`config.mk`:
```
export PLATFORM = sky130hd
export DESIGN_NAME = imem_boot_ctrl
export DESIGN_NICKNAME = d
export VERILOG_FILES = /design/src/rtl/imem_boot_ctrl.sv
export SDC_FILE = /design/constraint.sdc
export NUM_CORES = 1
export LEC_CHECK = 0
export ABC_AREA = 1
export CELL_PAD_IN_SITES_DETAIL_PLACEMENT = 1
export CELL_PAD_IN_SITES_GLOBAL_PLACEMENT = 2
export CORE_MARGIN = 3
export CORE_UTILIZATION = 30
export DETAILED_ROUTE_END_ITERATION = 8
export PLACE_DENSITY = 0.93
export SETUP_SLACK_MARGIN = 0.4
export SYNTH_ARGS = -nofsm -noshare
export SYNTH_HDL_FRONTEND = slang
export SYNTH_SLANG_ARGS = --single-unit
```
`constraint.sdc`:
```
create_clock -name clk -period 4 [get_ports clk]
set_input_delay 0.8 -clock clk [delete_from_list [all_inputs] [get_ports clk]]
set_output_delay 0.8 -clock clk [all_outputs]
set_load 0.05 [all_outputs]
```
`src/rtl/imem_boot_ctrl.sv`:
```
// UART boot loader for the instruction memory: receives a length-prefixed, checksummed
// image, writes it word by word, and gates CPU instruction fetch while loading or invalid.
module imem_boot_ctrl #(
    parameter int unsigned ADDR_W     = 7,
    parameter int unsigned TIMEOUT    = 1_000_000,
    parameter bit          INIT_VALID = 1'b1
) (
    input  logic              clk,
    input  logic              reset,
    input  logic              load_req,
    input  logic [7:0]        rx_data,
    input  logic              rx_valid,
    input  logic [31:0]       cpu_pc,
    output logic [31:0]       instr,
    output logic              cpu_stall,
    output logic [ADDR_W-1:0] mem_raddr,
    input  logic [31:0]       mem_rdata,
    output logic              mem_we,
    output logic [ADDR_W-1:0] mem_waddr,
    output logic [31:0]       mem_wdata,
    output logic              busy,
    output logic              load_done,
    output logic              load_err
);

    typedef enum logic [2:0] {
        IDLE,
        LEN_HI,
        LEN_LO,
        DATA,
        CHECK,
        DONE,
        ERR
    } state_t;

    localparam int unsigned      CNT_W     = $clog2(TIMEOUT + 1);
    localparam logic [CNT_W-1:0] IDLE_LAST = CNT_W'(TIMEOUT - 1);
    localparam logic [16:0]      MAX_WORDS = 17'(2 ** ADDR_W);

    state_t            state_q, state_d;
    logic [15:0]       len_q, len_d;
    logic [ADDR_W-1:0] widx_q, widx_d;
    logic [1:0]        bcnt_q, bcnt_d;
    logic [23:0]       word_q, word_d;
    logic [7:0]        csum_q, csum_d;
    logic [CNT_W-1:0]  idle_q, idle_d;
    logic              valid_q, valid_d;
    logic              we_q, we_d;
    logic [ADDR_W-1:0] waddr_q, waddr_d;
    logic [31:0]       wdata_q, wdata_d;

    logic [15:0]       new_len;
    logic              unused_pc_lsb;

    assign new_len       = {len_q[15:8], rx_data};
    assign unused_pc_lsb = ^cpu_pc[1:0];

    always_ff @(posedge clk or negedge reset) begin
        if (!reset) begin
            state_q <= IDLE;
            len_q   <= '0;
            widx_q  <= '0;
            bcnt_q  <= '0;
            word_q  <= '0;
            csum_q  <= '0;
            idle_q  <= '0;
            valid_q <= INIT_VALID;
            we_q    <= 1'b0;
            waddr_q <= '0;
            wdata_q <= '0;
        end else begin
            state_q <= state_d;
            len_q   <= len_d;
            widx_q  <= widx_d;
            bcnt_q  <= bcnt_d;
            word_q  <= word_d;
            csum_q  <= csum_d;
            idle_q  <= idle_d;
            valid_q <= valid_d;
            we_q    <= we_d;
            waddr_q <= waddr_d;
            wdata_q <= wdata_d;
        end
    end

    always_comb begin
        state_d = state_q;
        len_d   = len_q;
        widx_d  = widx_q;
        bcnt_d  = bcnt_q;
        word_d  = word_q;
        csum_d  = csum_q;
        idle_d  = idle_q;
        valid_d = valid_q;
        we_d    = 1'b0;
        waddr_d = waddr_q;
        wdata_d = wdata_q;

        case (state_q)
            IDLE: begin
                idle_d = '0;
                if (load_req) begin
                    state_d = LEN_HI;
                    len_d   = '0;
                end
            end
            LEN_HI, LEN_LO, DATA, CHECK: begin
                // A received byte takes priority over an expiring idle counter.
                if (rx_valid) begin
                    idle_d = '0;
                    case (state_q)
                        LEN_HI: begin
                            len_d[15:8] = rx_data;
                            state_d     = LEN_LO;
                        end
                        LEN_LO: begin
                            len_d[7:0] = rx_data;
                            widx_d     = '0;
                            csum_d     = '0;
                            bcnt_d     = '0;
                            if (new_len == 16'd0 || {1'b0, new_len} > MAX_WORDS) begin
                                state_d = ERR;
                            end else begin
                                state_d = DATA;
                            end
                        end
                        DATA: begin
                            csum_d = csum_q ^ rx_data;
                            bcnt_d = bcnt_q + 2'd1;
                            if (bcnt_q == 2'd3) begin
                                we_d    = 1'b1;
                                waddr_d = widx_q;
                                wdata_d = {word_q, rx_data};
                                widx_d  = widx_q + 1'b1;
                                if (16'(widx_q) == len_q - 16'd1) begin
                                    state_d = CHECK;
                                end
                            end else begin
                                word_d = {word_q[15:0], rx_data};
                            end
                        end
                        CHECK: begin
                            state_d = (rx_data == csum_q) ? DONE : ERR;
                        end
                        default: ;
                    endcase
                end else if (idle_q == IDLE_LAST) begin
                    state_d = ERR;
                end else begin
                    idle_d = idle_q + 1'b1;
                end
            end
            DONE: begin
                valid_d = 1'b1;
                state_d = IDLE;
            end
            ERR: begin
                valid_d = 1'b0;
                state_d = IDLE;
            end
            default: state_d = IDLE;
        endcase
    end

    assign busy      = (state_q != IDLE);
    assign load_done = (state_q == DONE);
    assign load_err  = (state_q == ERR);
    assign cpu_stall = busy | ~valid_q;
    assign mem_we    = we_q;
    assign mem_waddr = waddr_q;
    assign mem_wdata = wdata_q;
    assign mem_raddr = cpu_pc[ADDR_W+1:2];

    always_comb begin
        if (cpu_stall) begin
            instr = '0;
        end else if (|cpu_pc[31:ADDR_W+2]) begin
            instr = 32'h8000_0000;
        end else begin
            instr = mem_rdata;
        end
    end

endmodule
```
==> run metrics <==
run status finished clean; DRC Markers 0; via count 5,761; via count of the first global-routing pass 6,141; Nets 1,013; sequential share of the synthesized area 0.4691; Post-CTS Setup Inserts 0; max frequency 287.2 MHz; Initial Utilization 0.3062; storage element area 3029 um^2; Routed Antenna Nets 0; count of input and output buffers 142; Setup violations, final 0; switching fraction of total power 0.4432; Cell Int Power 3207 uW; Worst Path Class, Setup in -> out; most common cell after layout, fill and taps aside nand2_1; RSZ-0062 raised after global routing true; Clk Latency, worst-skew pair 0.43 ns; Post-synth top flop dfrtp_1; Worst EP required 3.20 ns; wire length per cell 15.90 um; Yosys warning count 0; Iter 0 DRT Violations 198; nature of the critical path startpoint input pin; CTS tree done; min-delay worst type in -> async; Synth Instances 801; width of the die 152.7 um; Post-CTS Hold Fix Bufs 0; top post-synthesis cells by area dfrtp_1 47%, nand2_1 12%, inv_1 4.9%, o21ai_0 4.8%, nor3b_1 3.6%; Cell variety after synth 45; netlist area before placement 6457 um^2; sequential share of power 0.324; antenna violations before repair 0; Layout Cells excl Fill 1,221; largest net degree at the start of global routing 122; worst slew pin tran 0.6785 ns; setup total negative slack 0 ns; I/O pins 159; synthesized area per cell 8.062 um^2; Routability Congestion 0.7876; die height 152.7 um; CP endpoint kind output port; DRT Pass-1 Iters 4; total inserted antenna cells 0; Vias/cell 4.718; CP Data Arrival Time 2.68 ns; Hold Vio Cnt, Final 0; Yosys reg bits 121; Final period util 0.8706; Synth-to-Final Area Change 38.25%; Crit Path Max Fanout 32; clock sink total 121; H-tree Lvls 4; most frequent cells in the layout 207 x nand2_1, 120 x dfrtp_1, 109 x clkdlybuf4s50_1; placed wire-length estimate 14.27 mm; Max IR drop VDD 0.3392 mV; crit path time final 3.482 ns; Post-synth EDFFs 0; layout cells sized above 1 0.1237; max-capacitance violation count 0; post-synth top area cell dfrtp_1; clock skew 0.009955 ns; CTS root buf clkbuf_16; synthesized net count 881; Post-synth ARST share 1.000; P_leak 0.003932 uW; CTS Buffer Depth 2; All-Layer GR Usage 0.1679; die area 23,320 um^2; total grt overflow 0; first-pass GRT wire length 31.96 mm; Core ar. 21,090 um^2; Placed Cells 1,189; CTS buffer count 17; row count 53; Psw 2553 uW; Slew Viols, Final 0; PD cells 645.2 nW/um^2; clock share of power 0.258; Worst-path clk slew 0.06 ns; area occupied by multi-input gates 2849 um^2; fill cell count 2,526; post_cts resized 0; Slew headroom 0.5476; WL final 19.41 mm; top cell type's share of synthesized area 0.4650; Comb power frac 0.418
metal layers:
metal / wire length [um] / vias up / GRT usage
li1: - / 2857 / -
met1: 8536 / 2832 / 0.2079
met2: 10300 / 60 / 0.3024
met3: 392 / 12 / 0.03465
met4: 181 / 0 / 0.03606
met5: 0 / - / 0
power groups by stage:
stage | Clock, uW | Combinational [uW] | Sequential, uW
floorplan | 0 | 1440 | 2130
global placement | 0 | 2360 | 1860
detailed placement | 0 | 2420 | 1880
CTS | 1510 | 2450 | 1870
global route | 1570 | 2700 | 1920
finish | 1490 | 2410 | 1860
Yosys cell counts, types with 11 or more instances:
library cell,n
nor2_1,48
nor3_1,18
dfrtp_1,120
nand2_1,207
clkbuf_1,11
o21ai_1,43
nand3_1,39
nor2_2,12
nor3b_1,31
inv_1,84
nand4_1,13
o21ai_0,62
cell families after synthesis:
family                     synth area share
adders and majority gates          0.007751
AOI/OAI and AO/OA                    0.1027
and+or+nand+nor                      0.3036
DFF                                  0.4691
buffers and inverters               0.08971
xor gates and xnor gates            0.02713
state kept, by name, indices dropped and copies added, names as in the netlist:
| signal | count |
|---|---|
| mem_we | 1 |
| state_q | 3 |
| mem_wdata | 32 |
| widx_q | 7 |
| mem_waddr | 7 |
| len_q | 16 |
| csum_q | 8 |
| idle_q | 20 |
| valid_q | 1 |
| bcnt_q | 2 |
| word_q | 24 |
worst max-delay path, cell delays in order:
cell and delay [ns]:
clkdlybuf4s50_1 0.41, nor4_1 0.24, and2_1 0.16, nand4_1 0.07, buf_4 0.26, nor3b_1 0.53
buf_12 0.21
through the flow:
| stage | setup slack [ns] | cell area [um^2] | util | hold WS (ns) | total power, uW |
|---|---|---|---|---|---|
| 6_report | 0.5176 | 8927 | 0.4233 | 0.4599 | 5760 |
| 3_5_place_dp | 0.5541 | 8358 | 0.3963 | 0.4684 | 4300 |
| 4_1_cts | 0.5227 | 8927 | 0.4233 | 0.4823 | 5832 |
| 3_3_place_gp | 0.5078 | 8358 | 0.3963 | 0.4568 | 4219 |
| 5_1_grt | 0.3842 | 8927 | 0.4233 | 0.4948 | 6186 |
| 2_1_floorplan | 0.2237 | 6457 | - | 0.4530 | 3577 |
worst paths after layout:
check	start	to	slack, ns	depth (start not counted)
max	cpu_pc[17]	instr[30]	0.52	7
min	reset	mem_wdata[11]	0.46	2
max reg2reg	state_q[2]	mem_wdata[0]	1.80	11
min reg2reg	word_q[14]	word_q[22]	0.48	2
max in group asynchronous	reset	mem_wdata[17]	3.03	2
min in group clk	word_q[14]	word_q[22]	0.48	2
final cells by class:
class / instances / area share
sequential: 121 / 0.3393
tap: 275 / 0.03854
clock buffer: 18 / 0.04807
inverter: 93 / 0.03938
multi-input combinational: 552 / 0.3191
clock inverter: 14 / 0.01570
timing repair buffer: 148 / 0.1999
Note: power is estimated with default switching activity, not from simulation.
